==> config.mk <==
export PLATFORM = sky130hd
export DESIGN_NAME = elevator_scheduler
export DESIGN_NICKNAME = d
export VERILOG_FILES = /design/src/rtl/elev_pkg.sv /design/src/rtl/elev_pick.sv /design/src/rtl/elevator_scheduler.sv
export SDC_FILE = /design/constraint.sdc
export NUM_CORES = 1
export LEC_CHECK = 0
export BUFFER_PORTS_ARGS = -buffer_cell sky130_fd_sc_hd__buf_4
export CORE_ASPECT_RATIO = 1.2
export CORE_MARGIN = 4
export CORE_UTILIZATION = 30
export DETAILED_ROUTE_END_ITERATION = 6
export GPL_ROUTABILITY_DRIVEN = 0
export PLACE_DENSITY = 0.6
export REMOVE_ABC_BUFFERS = 1
export SYNTH_ARGS = -nofsm -noshare
export SYNTH_HDL_FRONTEND = slang
export SYNTH_SLANG_ARGS = --single-unit
==> constraint.sdc <==
create_clock -name clk -period 3.92 [get_ports clk]
set_input_delay 0.784 -clock clk [delete_from_list [all_inputs] [get_ports clk]]
set_output_delay 0.784 -clock clk [all_outputs]
set_load 0.02 [all_outputs]
==> src/rtl/elev_pkg.sv <==
// Shared types and constants for the elevator scheduler.
package elev_pkg;

   localparam int unsigned NUM_FLOORS = 4;
   localparam int unsigned FLOOR_W    = 2;

   typedef logic [FLOOR_W-1:0]    floor_t;
   typedef logic [NUM_FLOORS-1:0] calls_t;

   typedef enum logic [1:0] {
      IDLE,
      MOVE,
      DOOR,
      FAULT
   } state_t;

   function automatic calls_t floor_mask(input floor_t f);
      return calls_t'(1) << f;
   endfunction

endpackage

==> src/rtl/elev_pick.sv <==
// Nearest-pending-floor selector: reports calls ahead/behind the car and the
// nearest one, preferring the current direction of travel.
module elev_pick
   import elev_pkg::*;
(
   input  logic [NUM_FLOORS-1:0] pending,
   input  floor_t                cur_floor,
   input  logic                  dir_up,
   output logic                  found_ahead,
   output logic                  found_behind,
   output floor_t                target
);

   logic   up_found;
   logic   dn_found;
   floor_t up_t;
   floor_t dn_t;

   // Scan order makes the last hit the nearest one on each side.
   always_comb begin
      up_found = 1'b0;
      dn_found = 1'b0;
      up_t     = cur_floor;
      dn_t     = cur_floor;
      for (int i = NUM_FLOORS - 1; i >= 0; i--) begin
         if (pending[i] && (FLOOR_W'(i) > cur_floor)) begin
            up_found = 1'b1;
            up_t     = FLOOR_W'(i);
         end
      end
      for (int i = 0; i < NUM_FLOORS; i++) begin
         if (pending[i] && (FLOOR_W'(i) < cur_floor)) begin
            dn_found = 1'b1;
            dn_t     = FLOOR_W'(i);
         end
      end
      found_ahead  = dir_up ? up_found : dn_found;
      found_behind = dir_up ? dn_found : up_found;
      if (found_ahead) begin
         target = dir_up ? up_t : dn_t;
      end else begin
         target = dir_up ? dn_t : up_t;
      end
   end

endmodule

==> src/rtl/elevator_scheduler.sv <==
// SCAN call scheduler driving the floor FSM, with door dwell timing.
// Optional move watchdog compiled in with ELEV_SCHED_WATCHDOG_EN.
module elevator_scheduler
   import elev_pkg::*;
#(
   parameter int unsigned DOOR_CYCLES  = 8,
   parameter int unsigned MOVE_TIMEOUT = 64
) (
   input  logic                  clk,
   input  logic                  rst_n,
   input  logic [NUM_FLOORS-1:0] call_req,
   input  logic [FLOOR_W-1:0]    cur_floor,
   output logic [FLOOR_W-1:0]    floor,
   output logic [NUM_FLOORS-1:0] pending,
   output logic                  moving,
   output logic                  dir_up,
   output logic                  door_open,
   output logic                  fault
);

   localparam int unsigned CNT_W = (DOOR_CYCLES > 2) ? $clog2(DOOR_CYCLES) : 1;
   localparam logic [CNT_W-1:0] DOOR_LOAD = CNT_W'(DOOR_CYCLES - 1);

   if ((DOOR_CYCLES < 2) || (MOVE_TIMEOUT < 2) || (MOVE_TIMEOUT > 128)) begin : g_bad_params
      $error("elevator_scheduler: DOOR_CYCLES must be >=2, MOVE_TIMEOUT in 2..128");
   end

   state_t             state_q, state_d;
   calls_t             pending_q, pending_d;
   floor_t             floor_q, floor_d;
   logic               dir_up_q, dir_up_d;
   logic [CNT_W-1:0]   door_cnt_q, door_cnt_d;
   logic               moving_q, moving_d;
   logic               door_open_q, door_open_d;

   calls_t             call_lat;
   calls_t             pick_pend;
   logic               pick_ahead;
   logic               pick_behind;
   floor_t             pick_target;
   logic               retarget;

   // IDLE decides on already-latched calls; MOVE also sees this cycle's calls.
   assign call_lat  = pending_q | call_req;
   assign pick_pend = (state_q == MOVE) ? call_lat : pending_q;

   elev_pick u_pick (
      .pending      (pick_pend),
      .cur_floor    (cur_floor),
      .dir_up       (dir_up_q),
      .found_ahead  (pick_ahead),
      .found_behind (pick_behind),
      .target       (pick_target)
   );

   assign retarget = (state_q == MOVE) && (cur_floor != floor_q) && pick_ahead &&
                     (dir_up_q ? (pick_target < floor_q) : (pick_target > floor_q));

`ifdef ELEV_SCHED_WATCHDOG_EN
   localparam int unsigned MV_W = 7;
   logic [MV_W-1:0] mv_cnt_q, mv_cnt_d;
   logic            fault_q, fault_d;
`endif

   always_comb begin
      state_d    = state_q;
      pending_d  = call_lat;
      floor_d    = floor_q;
      dir_up_d   = dir_up_q;
      door_cnt_d = door_cnt_q;
`ifdef ELEV_SCHED_WATCHDOG_EN
      mv_cnt_d   = mv_cnt_q;
`endif
      case (state_q)
         IDLE: begin
            if (pending_q[cur_floor]) begin
               state_d = DOOR;
            end else if (pick_ahead || pick_behind) begin
               dir_up_d = pick_ahead ? dir_up_q : ~dir_up_q;
               floor_d  = pick_target;
               state_d  = MOVE;
`ifdef ELEV_SCHED_WATCHDOG_EN
               mv_cnt_d = '0;
`endif
            end
         end
         MOVE: begin
            if (cur_floor == floor_q) begin
               state_d = DOOR;
            end else begin
               if (retarget) begin
                  floor_d = pick_target;
               end
`ifdef ELEV_SCHED_WATCHDOG_EN
               if (retarget) begin
                  mv_cnt_d = '0;
               end else if (mv_cnt_q == MV_W'(MOVE_TIMEOUT - 1)) begin
                  state_d = FAULT;
               end else begin
                  mv_cnt_d = mv_cnt_q + MV_W'(1);
               end
`endif
            end
         end
         DOOR: begin
            // A repeat call at the open floor holds the door instead of latching.
            pending_d = pending_q | (call_req & ~floor_mask(cur_floor));
            if (call_req[cur_floor]) begin
               door_cnt_d = DOOR_LOAD;
            end else if (door_cnt_q == '0) begin
               state_d = IDLE;
            end else begin
               door_cnt_d = door_cnt_q - CNT_W'(1);
            end
         end
         default: ;
      endcase

      if ((state_d == DOOR) && (state_q != DOOR)) begin
         pending_d  = pending_d & ~floor_mask(cur_floor);
         door_cnt_d = DOOR_LOAD;
      end

      moving_d    = (state_d == MOVE);
      door_open_d = (state_d == DOOR);
`ifdef ELEV_SCHED_WATCHDOG_EN
      fault_d     = (state_d == FAULT);
`endif
   end

   always_ff @(posedge clk or negedge rst_n) begin
      if (!rst_n) begin
         state_q     <= IDLE;
         pending_q   <= '0;
         floor_q     <= '0;
         dir_up_q    <= 1'b1;
         door_cnt_q  <= '0;
         moving_q    <= 1'b0;
         door_open_q <= 1'b0;
      end else begin
         state_q     <= state_d;
         pending_q   <= pending_d;
         floor_q     <= floor_d;
         dir_up_q    <= dir_up_d;
         door_cnt_q  <= door_cnt_d;
         moving_q    <= moving_d;
         door_open_q <= door_open_d;
      end
   end

`ifdef ELEV_SCHED_WATCHDOG_EN
   always_ff @(posedge clk or negedge rst_n) begin
      if (!rst_n) begin
         mv_cnt_q <= '0;
         fault_q  <= 1'b0;
      end else begin
         mv_cnt_q <= mv_cnt_d;
         fault_q  <= fault_d;
      end
   end
   assign fault = fault_q;
`else
   assign fault = 1'b0;
`endif

   assign floor     = floor_q;
   assign pending   = pending_q;
   assign moving    = moving_q;
   assign dir_up    = dir_up_q;
   assign door_open = door_open_q;

endmodule

# After elaboration in Yosys (flattened, before gate mapping)
# Index checks and enable logic that the tools add are counted.
[word_totals]
register_bits = 14
latchBits = 0
ram_bits = 0
mem_bits_ro = 0
in_bits = 8
out_inout_bits = 10
elab_cells = 104
mem_count = 0
[op_classes]
add_sub_neg = 1
mul = 0
div_mod_pow = 0
order_cmp = 11
n_eq_ne = 12
shifts = 1
muxes = 44
bitwise = 8
reduce_logical = 20
[op_table]
columns = ["operator", "count"]
rows = [
  ["2-bit two-way mux", 20],
  ["1-bit two-way mux", 13],
  ["1-bit logical AND", 12],
  ["3-bit two-way mux", 4],
  ["4-bit two-way mux", 3],
  ["2-bit inequality test (second input constant)", 5],
  ["4-bit bitwise AND", 2],
  ["4-bit OR", 2],
  ["2-bit case mux with 3 select lines", 1],
  ["5-bit AND reduction", 1],
  ["1-bit binary-select mux with 2-bit select", 2],
  ["2-bit by 1-bit equality test with 1-bit output (second input constant)", 2],
  ["2-bit equality test (second input constant)", 2],
  ["1-bit by 2-bit greater-than comparator with 1-bit output (first input constant)", 2],
  ["2-bit greater-than comparator (first input constant)", 2],
  ["1-bit by 2-bit < comparator with 1-bit output (first input constant)", 2],
  ["2-bit < comparator (first input constant)", 2],
  ["4-bit inverter", 1],
  ["2-bit case mux with 2 select lines", 1],
  ["4-bit AND reduction", 1],
  ["2-bit nonzero test", 2],
  ["1-bit by 2-bit left shift with 4-bit output (first input constant)", 1],
  ["3-bit logical NOT", 1],
  ["2-bit by 3-bit < comparator with 1-bit output (second input constant)", 1],
  ["10 further kinds", 12],
]

# Longest topological paths before layout
# Gate-level depths: netlist of run 1.
[logic_depth]
ltp_word = 16
depth_mapped = 13
depth_no_buf = 12

# Cells and area by module
# Synthesis of run 1 repeated with hierarchy kept, for this count alone.
[hier_totals]
cells_unflattened = 139
hier_area_um2 = 1208.7
[modules_own_cells]
columns = ["module", "n_inst", "cells_per_inst", "area_each_um2", "seq_area_each_um2"]
rows = [
  ["elevator_scheduler", 1, 113, 1043.5, 351.6],
  ["elev_pick", 1, 26, 165.2, 0.0],
]

# Worst setup path after synthesis of run 1
# No wires, ideal clock.
[synth_timing]
path_type = "input -> register"
from = "input cur_floor[1]"
to = "register floor_q[1] (netlist: floor[1])"
setup_time_ns = 0.125
arrival_ns = 3.701
required_time_ns = 3.795
slack_ns = 0.094
cell_stages = 13
path_buffers = 1
cell_sequence = "buf_6 > inv_4 > a2111oi_4 > o22ai_1 > mux2_4 > o311a_1 > ha_1 > nor2b_1 > or3b_2 > o32ai_1 > nor3_1 > o21ai_1 > mux2_4"
[synth_via]
elab_cells_between_ends = 58
classes_between = "order compare (10); eq/ne (6); mux (29); reduce/logical (13)"
[synth_rtl]
columns = ["element", "line", "source"]
rows = [
  ["from (decl)", "elevator_scheduler.sv:12", "input logic [FLOOR_W-1:0] cur_floor,"],
  ["2-bit greater-than comparator or 1-bit by 2-bit < comparator with 1-bit output (tied branches)", "elev_pick.sv:26, elev_pick.sv:32", ""],
  ["1-bit logical AND, on equally long branches", "elev_pick.sv:26, elev_pick.sv:32", ""],
  ["2-bit two-way mux (tied with other cells) (4 in series)", "elev_pick.sv:26", "if (pending[i] && (FLOOR_W'(i) > cur_floor)) begin"],
  ["2-bit two-way mux (tied with other cells)", "elev_pick.sv:42", "target = dir_up ? dn_t : up_t;"],
  ["2-bit two-way mux *", "elev_pick.sv:39", "if (found_ahead) begin"],
  ["2-bit two-way mux, on equally long branches", "elevator_scheduler.sv:91, elevator_scheduler.sv:78", ""],
  ["2-bit two-way mux, on equally long branches", "elevator_scheduler.sv:88, elevator_scheduler.sv:76", ""],
  ["2-bit case mux with 2 select lines *", "elevator_scheduler.sv:74", "case (state_q)"],
  ["named net floor_d[1]", "elevator_scheduler.sv:30", "floor_t floor_q, floor_d;"],
  ["to (signal assigned)", "elevator_scheduler.sv:143", "floor_q <= floor_d;"],
  ["to (decl)", "elevator_scheduler.sv:30", ""],
]
# The timed path passes the listed nets; every way through them passes the cells marked *. The select of a mux whose other input is x is not followed.
# A chain may end at the register's enable or synchronous reset.

# Worst setup path in the final report of run 1
[layout_timing]
from = "input call_req[1]"
to = "register floor_q[1] (netlist: floor[1])"
[layout_via]
elab_cells_between_ends = 33
classes_between = "order compare (2); eq/ne (2); mux (22); bitwise (1); reduce/logical (6)"
[layout_rtl]
columns = ["element", "line", "source"]
rows = [
  ["from (decl)", "elevator_scheduler.sv:11", "input logic [NUM_FLOORS-1:0] call_req,"],
  ["4-bit OR *", "elevator_scheduler.sv:44", "assign call_lat = pending_q | call_req;"],
  ["4-bit two-way mux *", "elevator_scheduler.sv:45", "assign pick_pend = (state_q == MOVE) ? call_lat : pending_q;"],
  ["1-bit logical AND", "elev_pick.sv:32", "if (pending[i] && (FLOOR_W'(i) < cur_floor)) begin"],
  ["2-bit two-way mux or 1-bit two-way mux (tied branches) (3 in series)", "elev_pick.sv:32", ""],
  ["2-bit two-way mux (tied with other cells)", "elev_pick.sv:42", ""],
  ["2-bit two-way mux *", "elev_pick.sv:39", ""],
  ["2-bit two-way mux, on equally long branches", "elevator_scheduler.sv:91, elevator_scheduler.sv:78", ""],
  ["2-bit two-way mux, on equally long branches", "elevator_scheduler.sv:88, elevator_scheduler.sv:76", ""],
  ["2-bit case mux with 2 select lines *", "elevator_scheduler.sv:74", ""],
  ["named net floor_d[1]", "elevator_scheduler.sv:30", ""],
]
# Marked as above.

==> impl_metrics.ini, run 1 <==
[worst_setup_path]
worst_setup_path_start_kind = input port
path_delay_family = compound AO/OA/AOI/OAI gates
critPathCaptureType = flop
critPathMaxFanout = 5
critPathBufInv = 1
cp.required_ps = 4050
path_class = in -> reg
slowest_delay_ps = 470
slowest_stage = or3b_2
path_common_cell = mux2_4
path_cells = buf_4 -> or2_2 -> a211oi_1 -> o221a_1 -> mux2_4 -> o311a_1 -> ha_4 -> nor2b_1 -> or3b_2 -> o32ai_2 -> nor3_1 -> o21ai_1 -> mux2_4
cp_data_arrival_time_ps = 3900

[logic_synthesis]
synth_top_area_share_pct = 28.38
synthTopCellsByArea = dfrtp_1, nand2_1, ha_1
ys_seq_elements = 14
synthTopCellsByCount = nand2_1, dfrtp_1, o21ai_0
yosysMostFrequentCell = nand2_1
syn_inst = 129
yosys_warnings = 0
ys.flop_type = dfrtp_1
synth_top_cell_by_area = dfrtp_1
synth_edf_count = 0
ys_seq_area_share_pct = 30.68
synth_area_mm2 = 0.001146
synth-async-reset-ratio_pct = 100.0
ys_types = 48
synth_area_per_cell_um2 = 8.884

[clock_network]
cts_hold_buf = 0
root_buffer = clkbuf_8
post_cts_resized = 0
cts_tree = built
clk_latency_ps = 250
htree_levels = 1
post_cts_buffers = 0
clkSlewWorstSetupHoldPaths_ps = 60
cts_sinks = 14
clockBufferDepth = 2
numCtsBuffers = 3

[global_routing]
grt_pass1_wl_um = 5009
grt_start_max_net_pins = 15
antenna_found_initial = 0
grt_usage_pct = 13.14
grt_pass1_vias = 1137
grt-ovfl-total = 0

[floorplan]
die_h_um = 75.71
dieWidth_um = 64.43
fp-row-count = 24
dieArea_mm2 = 0.004878
core-area_mm2 = 0.003664
initial_core_util_pct = 31.28
io_pins = 18

[routing]
viasPerCell = 5.229
vias = 1072
wire_per_inst_um = 14.35
totalWireLength_um = 2942
firstDrtPassIters = 4
drt_iter0_markers = 24
drc = 0
ant_nets = 0

[run]
max_cap_violations = 0

[layout]
multiInputGateArea_um2 = 743.2
fin_util_pct = 39.38
final-seq-area_um2 = 351.6
nets = 166
area_delta_synth_final_pct = 25.87
drive_gt1_share_pct = 30.07
n_fill_cell = 399
final_cells = 205
antennaDiodeCount = 0

[power]
power-per-cell-area_mw_per_mm2 = 618.3
peakVddDrop_uv = 150.9
leakage_uw = 0.0006320

[sta]
max_freq_ghz = 0.2653
slew_violations = 0
fin_crit_sh_pct = 96.15
tightest_slew_ps = 540.6
finalClockSkew_ps = 2.660
setup_viol_count_final = 0
hold_violations = 0
setup-tns-final_ps = 0
fin_crit_ps = 3769
max-slew-margin-rel_pct = 63.58

[place]
numPortBuffers = 16
post-dp-hpwl_um = 2286
place_inst = 201

[status]
status = finished, final reports clean

[worst_hold_path]
hp-class = in -> async
==> layout by cell type, fill, tap and decap left out, types with 2 or more instances in the layout <==
cell type  Yosys  routed
clkbuf_8       0       4
a21oi_1        6       6
ha_1           4       3
buf_4          2      26
dfrtp_1       13      13
xnor2_1        2       2
mux2_2         2       2
mux4_2         2       2
inv_1          7       7
nor2_1         9       9
o21ai_0       10      10
a31oi_1        3       3
nor3_1         7       7
mux2_4         2       2
o211ai_1       3       3
a21o_1         2       2
nor2b_1        3       3
nand2b_1       5       5
and3b_1        3       3
nand2_1       14      14
==> worst paths after layout <==
path	from	to	cells past startpoint	slack [ps]
max	call_req[1]	floor[1]$_DFFE_PN0P_	13	150
min	rst_n	floor[0]$_DFFE_PN0P_	1	380
max reg2reg	state_q[1]$_DFF_PN0_	floor[1]$_DFFE_PN0P_	12	260
min reg2reg	door_cnt_q[2]$_DFFE_PN0P_	door_cnt_q[2]$_DFFE_PN0P_	2	530
max in group asynchronous	rst_n	dir_up$_DFFE_PN1P_	1	3310
min in group clk	door_cnt_q[2]$_DFFE_PN0P_	door_cnt_q[2]$_DFFE_PN0P_	2	530
==> cells by family after synthesis <==
kind of cell    synth area share [%]
flops                          30.68
other cells                   0.3272
fa+ha+maj                      4.367
xor+xnor                       1.529
mux                            9.388
simple gates                   22.49
compound gates                 24.46
buf+inv                        6.768
==> layer usage <==
| layer | up-vias | GRT usage, % | share of wire (%) |
|---|---|---|---|
| met3 | 4 | 1.622 | 3.3 |
| met4 | 0 | 7.981 | 1.6 |
| met5 | - | 0 | 0 |
| li1 | 513 | - | - |
| met2 | 31 | 23.85 | 52 |
| met1 | 524 | 14.89 | 43 |
==> registers in the layout (all words and copies together) (netlist names) <==
signal      flops
pending         4
door_cnt_q      3
floor           2
state_q         2
dir_up          1
door_open       1
moving          1
==> metrics by stage <==
step           setup WS [ps]  total power, µW  hold slack [ps]  area (µm²)
2_1_floorplan          115.8            555.6            488.4        1101
3_3_place_gp           17.74            708.8            516.5        1361
3_5_place_dp          -160.9            729.9            524.7        1361
4_1_cts                96.03            875.6            382.6        1416
5_1_grt               -3.889            967.5            379.4        1443
6_report               151.0            892.0            375.5        1443
==> where the power goes <==
part / total, µW / leakage [µW] / switching, µW / internal [µW]
combinational: 471 / 0.000456 / 246 / 225
clock: 144 / 0.0000288 / 54.6 / 89.1
sequential: 277 / 0.000148 / 80.0 / 197
total: 892 / 0.000632 / 381 / 511
==> layout make-up <==
type	instances	area share [%]
inverters	8	2.255
multi-input cells	101	51.52
flip-flops and latches	14	24.37
well taps	52	4.510
repair buffers	26	13.53
clock buffers	4	3.816
No activity file was read; power rests on OpenSTA's default activity.
==> inputs of run 2 (changes only) <==
--- a/config.mk
+++ b/config.mk
@@ -5,13 +5,15 @@
 export SDC_FILE = /design/constraint.sdc
 export NUM_CORES = 1
 export LEC_CHECK = 0
+export ABC_AREA = 1
 export BUFFER_PORTS_ARGS = -buffer_cell sky130_fd_sc_hd__buf_4
+export CELL_PAD_IN_SITES_DETAIL_PLACEMENT = 2
+export CELL_PAD_IN_SITES_GLOBAL_PLACEMENT = 2
 export CORE_ASPECT_RATIO = 1.2
-export CORE_MARGIN = 4
 export CORE_UTILIZATION = 30
 export DETAILED_ROUTE_END_ITERATION = 6
 export GPL_ROUTABILITY_DRIVEN = 0
-export PLACE_DENSITY = 0.6
+export PLACE_DENSITY = 0.9
 export REMOVE_ABC_BUFFERS = 1
 export SYNTH_ARGS = -nofsm -noshare
 export SYNTH_HDL_FRONTEND = slang
==> impl_metrics.ini, run 2 <==
[sta]
fin_crit_sh_pct = 72.15
tightest_slew_ps = 576.2
slew_violations = 0
max-slew-margin-rel_pct = 61.45
setup_viol_count_final = 0
max_freq_ghz = 0.3536
layout_setup_ws_ps = 1092
setup-tns-final_ps = 0
rsz0062_at_grt = false
hold_violations = 0
fin_crit_ps = 2828
finalClockSkew_ps = 1.574

[worst_hold_path]
hp-class = in -> async

[logic_synthesis]
synthTopCellsByArea = dfrtp_1, nand2_1, nand3_1
synth-async-reset-ratio_pct = 100.0
synth_area_per_cell_um2 = 6.796
synth_area_mm2 = 0.001040
syn_inst = 153
yosysMostFrequentCell = nand2_1
synth_top_cell_by_area = dfrtp_1
synth_top_area_share_pct = 31.29
synthTopCellsByCount = nand2_1, nand3_1, inv_1
ys.flop_type = dfrtp_1
ys_seq_area_share_pct = 33.81
ys_seq_elements = 14
yosys_warnings = 0
synth_edf_count = 0
ys_types = 27

[power]
switchingPower_uw = 87.23
leakage_uw = 0.0006410
p_comb_share_pct = 13.5
sequentialPowerShare_pct = 43.1
power-per-cell-area_mw_per_mm2 = 271.0
swShare_pct = 26.02
peakVddDrop_uv = 209.9
p_int_uw = 248.1
power_frac_clock_pct = 43.4
p_total_uw = 335.3

[layout]
fin_util_pct = 37.07
drive_gt1_share_pct = 20.59
final_common_cell = nand2_1
antennaDiodeCount = 0
area_delta_synth_final_pct = 19.01
nets = 183
largest_reg_flops = 4
n_fill_cell = 390
final_cells = 207
final_cell_mix = nand2_1, nand3_1, inv_1

[clock_network]
clockBufferDepth = 2
clkSlewWorstSetupHoldPaths_ps = 60
post_cts_buffers = 0
clk_latency_ps = 250
numCtsBuffers = 3
post_cts_resized = 0
cts_tree = built
cts_hold_buf = 0
root_buffer = clkbuf_8
htree_levels = 1
cts_sinks = 14

[place]
numPortBuffers = 16
place_inst = 203
preCtsSetupSlack_ps = 814.5
post-dp-hpwl_um = 2858

[routing]
totalWireLength_um = 3495
firstDrtPassIters = 4
vias = 1075
viasPerCell = 5.193
ant_nets = 0
drt_iter0_markers = 24
wire_per_inst_um = 16.88
drc = 0

[global_routing]
grt_usage_pct = 21.26
antenna_found_initial = 0
grt_pass1_vias = 1260
grt_pass1_wl_um = 6023
grt_start_max_net_pins = 15
grt-ovfl-total = 0

[floorplan]
fp-row-count = 23
dieWidth_um = 55.74
core-area_mm2 = 0.003338
io_pins = 18
die_h_um = 66.49
dieArea_mm2 = 0.003706
initial_core_util_pct = 31.15

[status]
status = finished, final reports clean

[worst_setup_path]
critPathMaxFanout = 7
critPathCaptureType = flop
cp_data_arrival_time_ps = 2970
path_class = in -> reg
reg2reg_slack_ps = 1370
worst_setup_path_start_kind = input port
cp.required_ps = 4060

[run]
max_cap_violations = 0
==> run 2: cell types whose count changed after synthesis, moves of 7 or more <==
cell	before	now
inv_2	0	7
inv_1	7	18
nor3_1	7	0
nand2_1	14	47
nand3_1	1	19
==> run 2: worst max-delay path, cell delays in order <==
cell and delay [ps]:
buf_4 140, nor2_2 240, inv_1 70, nand2_1 120, nand2_1 90, o21ai_0 290, nand3_1 110, nand2_1 110
ha_1 240, a21oi_1 160, nand2_1 70, a21oi_1 120, nand3_1 80, nand2_1 100, nand2_1 80, nand2_1 70
nand2_1 70
==> run 2: final timing paths <==
| path | start | endpoint | cells after the start |
|---|---|---|---|
| max | cur_floor[1] | floor[0]$_DFFE_PN0P_ | 17 |
| min | rst_n | floor[0]$_DFFE_PN0P_ | 1 |
| max reg2reg | state_q[0]$_DFF_PN0_ | floor[0]$_DFFE_PN0P_ | 18 |
| min reg2reg | door_cnt_q[1]$_DFFE_PN0P_ | door_cnt_q[1]$_DFFE_PN0P_ | 2 |
| max in group asynchronous | rst_n | dir_up$_DFFE_PN1P_ | 1 |
| min in group clk | door_cnt_q[1]$_DFFE_PN0P_ | door_cnt_q[1]$_DFFE_PN0P_ | 2 |
==> run 2: metal layers <==
layer	up-vias	part of all wire, %	global-route usage [%]	wire length (µm)
met5	-	0	0	0
met4	0	2.2	8.438	77
met3	8	1.4	2.718	50
met2	14	58	43.37	2034
met1	531	38	21.63	1332
li1	522	-	-	-
==> run 2: metrics by stage <==
| stage | hold slack, ps | instance area [µm²] |
|---|---|---|
| final | 373.9 | 1237 |
| after global routing | 379.5 | 1237 |
| after CTS | 379.6 | 1237 |
| after detailed placement | 495.6 | 1182 |
| after global placement | 485.6 | 1182 |
| after floorplan | 465.1 | 1016 |
==> run 2: cells by family (layout without fill, tap and decap cells) <==
family	Yosys count	count (layout)	synth area share [%]
DFF	14	14	33.81
xor gates and xnor gates	3	3	2.528
and+or+nand+nor	78	78	32.85
AOI/OAI and AO/OA	24	24	13.96
adders and majority gates	4	4	4.814
other	1	1	0.3607
buffers and inverters	29	46	11.67
==> run 2: power by group through the flow <==
stage               clock, µW  sequential (µW)  combinational, µW
finish                    146              145               45.2
global route              153              144               50.9
CTS                       147              145               45.7
global placement            0              147               41.2
detailed placement          0              147               45.2
floorplan                   0              147               24.8
==> run 2: layout make-up <==
class,count,area (µm²),area share (%)
Multi-Input combinational cell,110,566.8,45.80
Tap cell,37,46.29,3.741
Timing Repair Buffer,16,120.1,9.707
Sequential cell,14,351.6,28.41
Inverter,26,97.59,7.887
Clock buffer,4,55.05,4.449
==> inputs of run 3 (changes only) <==
--- a/config.mk
+++ b/config.mk
@@ -5,7 +5,7 @@
 export SDC_FILE = /design/constraint.sdc
 export NUM_CORES = 1
 export LEC_CHECK = 0
-export ABC_AREA = 1
+export ABC_AREA = 0
 export BUFFER_PORTS_ARGS = -buffer_cell sky130_fd_sc_hd__buf_4
 export CELL_PAD_IN_SITES_DETAIL_PLACEMENT = 2
 export CELL_PAD_IN_SITES_GLOBAL_PLACEMENT = 2
@@ -13,7 +13,7 @@
 export CORE_UTILIZATION = 30
 export DETAILED_ROUTE_END_ITERATION = 6
 export GPL_ROUTABILITY_DRIVEN = 0
-export PLACE_DENSITY = 0.9
+export PLACE_DENSITY = 0.83
 export REMOVE_ABC_BUFFERS = 1
 export SYNTH_ARGS = -nofsm -noshare
 export SYNTH_HDL_FRONTEND = slang
==> constraint.sdc (replaced) <==
create_clock -name clk -period 2.8 [get_ports clk]
set_input_delay 0.56 -clock clk [delete_from_list [all_inputs] [get_ports clk]]
set_output_delay 0.56 -clock clk [all_outputs]
set_load 0.02 [all_outputs]
==> impl_metrics.ini, run 3 (synthesized netlist as in run 1, its figures left out) <==
[power]
power-per-cell-area_mw_per_mm2 = 926.4
peakVddDrop_uv = 452.7
swShare_pct = 43.50
sequentialPowerShare_pct = 22.1
switchingPower_uw = 729.2
power_frac_clock_pct = 12.6
leakage_uw = 0.0008461
p_int_uw = 947.0
p_comb_share_pct = 65.3

[layout]
area_delta_synth_final_pct = 57.86
largest_reg_flops = 4
final_common_cell = buf_4
drive_gt1_share_pct = 49.48
nets = 205
final_cell_mix = buf_4, nand2_1, dfrtp_1
final_cell_area_mm2 = 0.001809
antennaDiodeCount = 0

[sta]
max_freq_ghz = 0.2704
fin_crit_ps = 3698
fin_crit_sh_pct = 132.1
setup_viol_count_final = 2
slew_violations = 0
finalClockSkew_ps = 12.99
layout_setup_ws_ps = -897.8
hold_violations = 0
max-slew-margin-rel_pct = 66.17
rsz0062_at_grt = true
tightest_slew_ps = 499.6

[run]
max_cap_violations = 0

[global_routing]
grt-ovfl-total = 0
grt_start_max_net_pins = 15
grt_pass1_wl_um = 8079
grt_usage_pct = 27.58
antenna_found_initial = 0
grt_pass1_vias = 1508

[clock_network]
root_buffer = clkbuf_8
cts_sinks = 14
cts_tree = built
htree_levels = 1
cts_hold_buf = 0
clkSlewWorstSetupHoldPaths_ps = 70
clk_latency_ps = 260
numCtsBuffers = 3
clockBufferDepth = 2

[routing]
vias = 1317
drc = 0
viasPerCell = 5.398
drt_iter0_markers = 36
ant_nets = 0
wire_per_inst_um = 23.11
totalWireLength_um = 5638
firstDrtPassIters = 4

[floorplan]
fp-row-count = 24
dieArea_mm2 = 0.004073
die_h_um = 69.71
dieWidth_um = 58.43
io_pins = 18
core-area_mm2 = 0.003633
initial_core_util_pct = 31.54

[worst_setup_path]
crit_start = state_q[0]$_DFF_PN0_
cp_data_arrival_time_ps = 3850
path_class = reg -> reg
critPathMaxFanout = 4
cp.required_ps = 2950
critPathCaptureType = flop
worst_setup_path_start_kind = flop
reg2reg_slack_ps = -900
r2r_start = state_q[0]$_DFF_PN0_

[status]
status = finished with violations
violations = negative setup slack

[place]
place_area_mm2 = 0.001609
numPortBuffers = 16
preCtsSetupSlack_ps = -1150
post-dp-hpwl_um = 3991

[worst_hold_path]
hp-class = in -> async
[run 3: changes by cell type in the layout (fill, tap and decap cells not counted), moves of 3 or more]
cell and change:
nor2_1 +3, nor3_2 +3, nand2_1 -33, nor3_1 +4
a31oi_1 +3, nand2b_1 +5, o21ai_0 +4, inv_1 -11
a21oi_1 -5, inv_2 -7, nand3_1 -18, buf_4 +48
[run 3: final timing paths]
path | depth (start not counted) | end
max | 13 | floor[1]$_DFFE_PN0P_
min | 1 | door_cnt_q[0]$_DFFE_PN0P_
max reg2reg | 13 | floor[1]$_DFFE_PN0P_
min reg2reg | 2 | door_cnt_q[2]$_DFFE_PN0P_
max in group asynchronous | 1 | dir_up$_DFFE_PN1P_
min in group clk | 2 | door_cnt_q[2]$_DFFE_PN0P_
[run 3: cell type report]
| class | count | area (µm²) |
|---|---|---|
| fillers | 392 | 1824 |
| multi-input cells | 101 | 810.8 |
| repair buffers | 65 | 491.7 |
| flip-flops and latches | 14 | 354.1 |
| well taps | 52 | 65.06 |
| clock buffers | 4 | 55.05 |
| inverters | 8 | 32.53 |
[run 3: power by group through the flow]
stage | Clock [µW] | Combinational (µW) | Sequential, µW
after floorplan | 0 | 359 | 419
after global placement | 0 | 803 | 356
after detailed placement | 0 | 892 | 366
after CTS | 213 | 993 | 362
after global routing | 222 | 1160 | 378
final | 211 | 1090 | 371
[run 3: metal layers]
metal  global-route usage (%)  wire, µm  vias to the layer above
met5                        0         0                        -
met4                    9.788       238                        0
met3                    3.172       178                       19
met2                    54.02      3169                       45
met1                    28.77      2052                      662
li1                         -         -                      591
[run 3: critical path, cell delays in order (launching register included)]
cell and delay (ps):
dfrtp_2 430, buf_6 130, and3b_2 220, a2111oi_4 420, o22ai_2 170, mux2_4 300, o311a_4 320, ha_4 220
nor2b_4 130, or3b_4 420, o32ai_4 270, nor3_2 80, o21ai_2 170, mux2_4 310
[run 3: what timing repair did]
| item | 4_1_cts | 5_1_grt |
|---|---|---|
| pin swaps | 4 | 9 |
| gates cloned | 0 | 0 |
| setup endpoints to repair | 2 | 2 |
| setup buffers | 4 | 2 |
| resized for setup | 11 | 8 |
[run 3: stage by stage]
stage | hold WS [ps] | setup TNS, ps | cells | util (%) | total power [µW]
after global placement | 423.0 | -1732 | 234 | 44.28 | 1159
after global routing | 144.5 | -2020 | 244 | 49.79 | 1764
final | 148.9 | -1766 | 244 | 49.79 | 1676
after detailed placement | 429.9 | -2272 | 234 | 44.28 | 1258
after floorplan | 264.4 | -1394 | 123 | - | 777.8
after CTS | 150.6 | -1718 | 242 | 47.90 | 1568
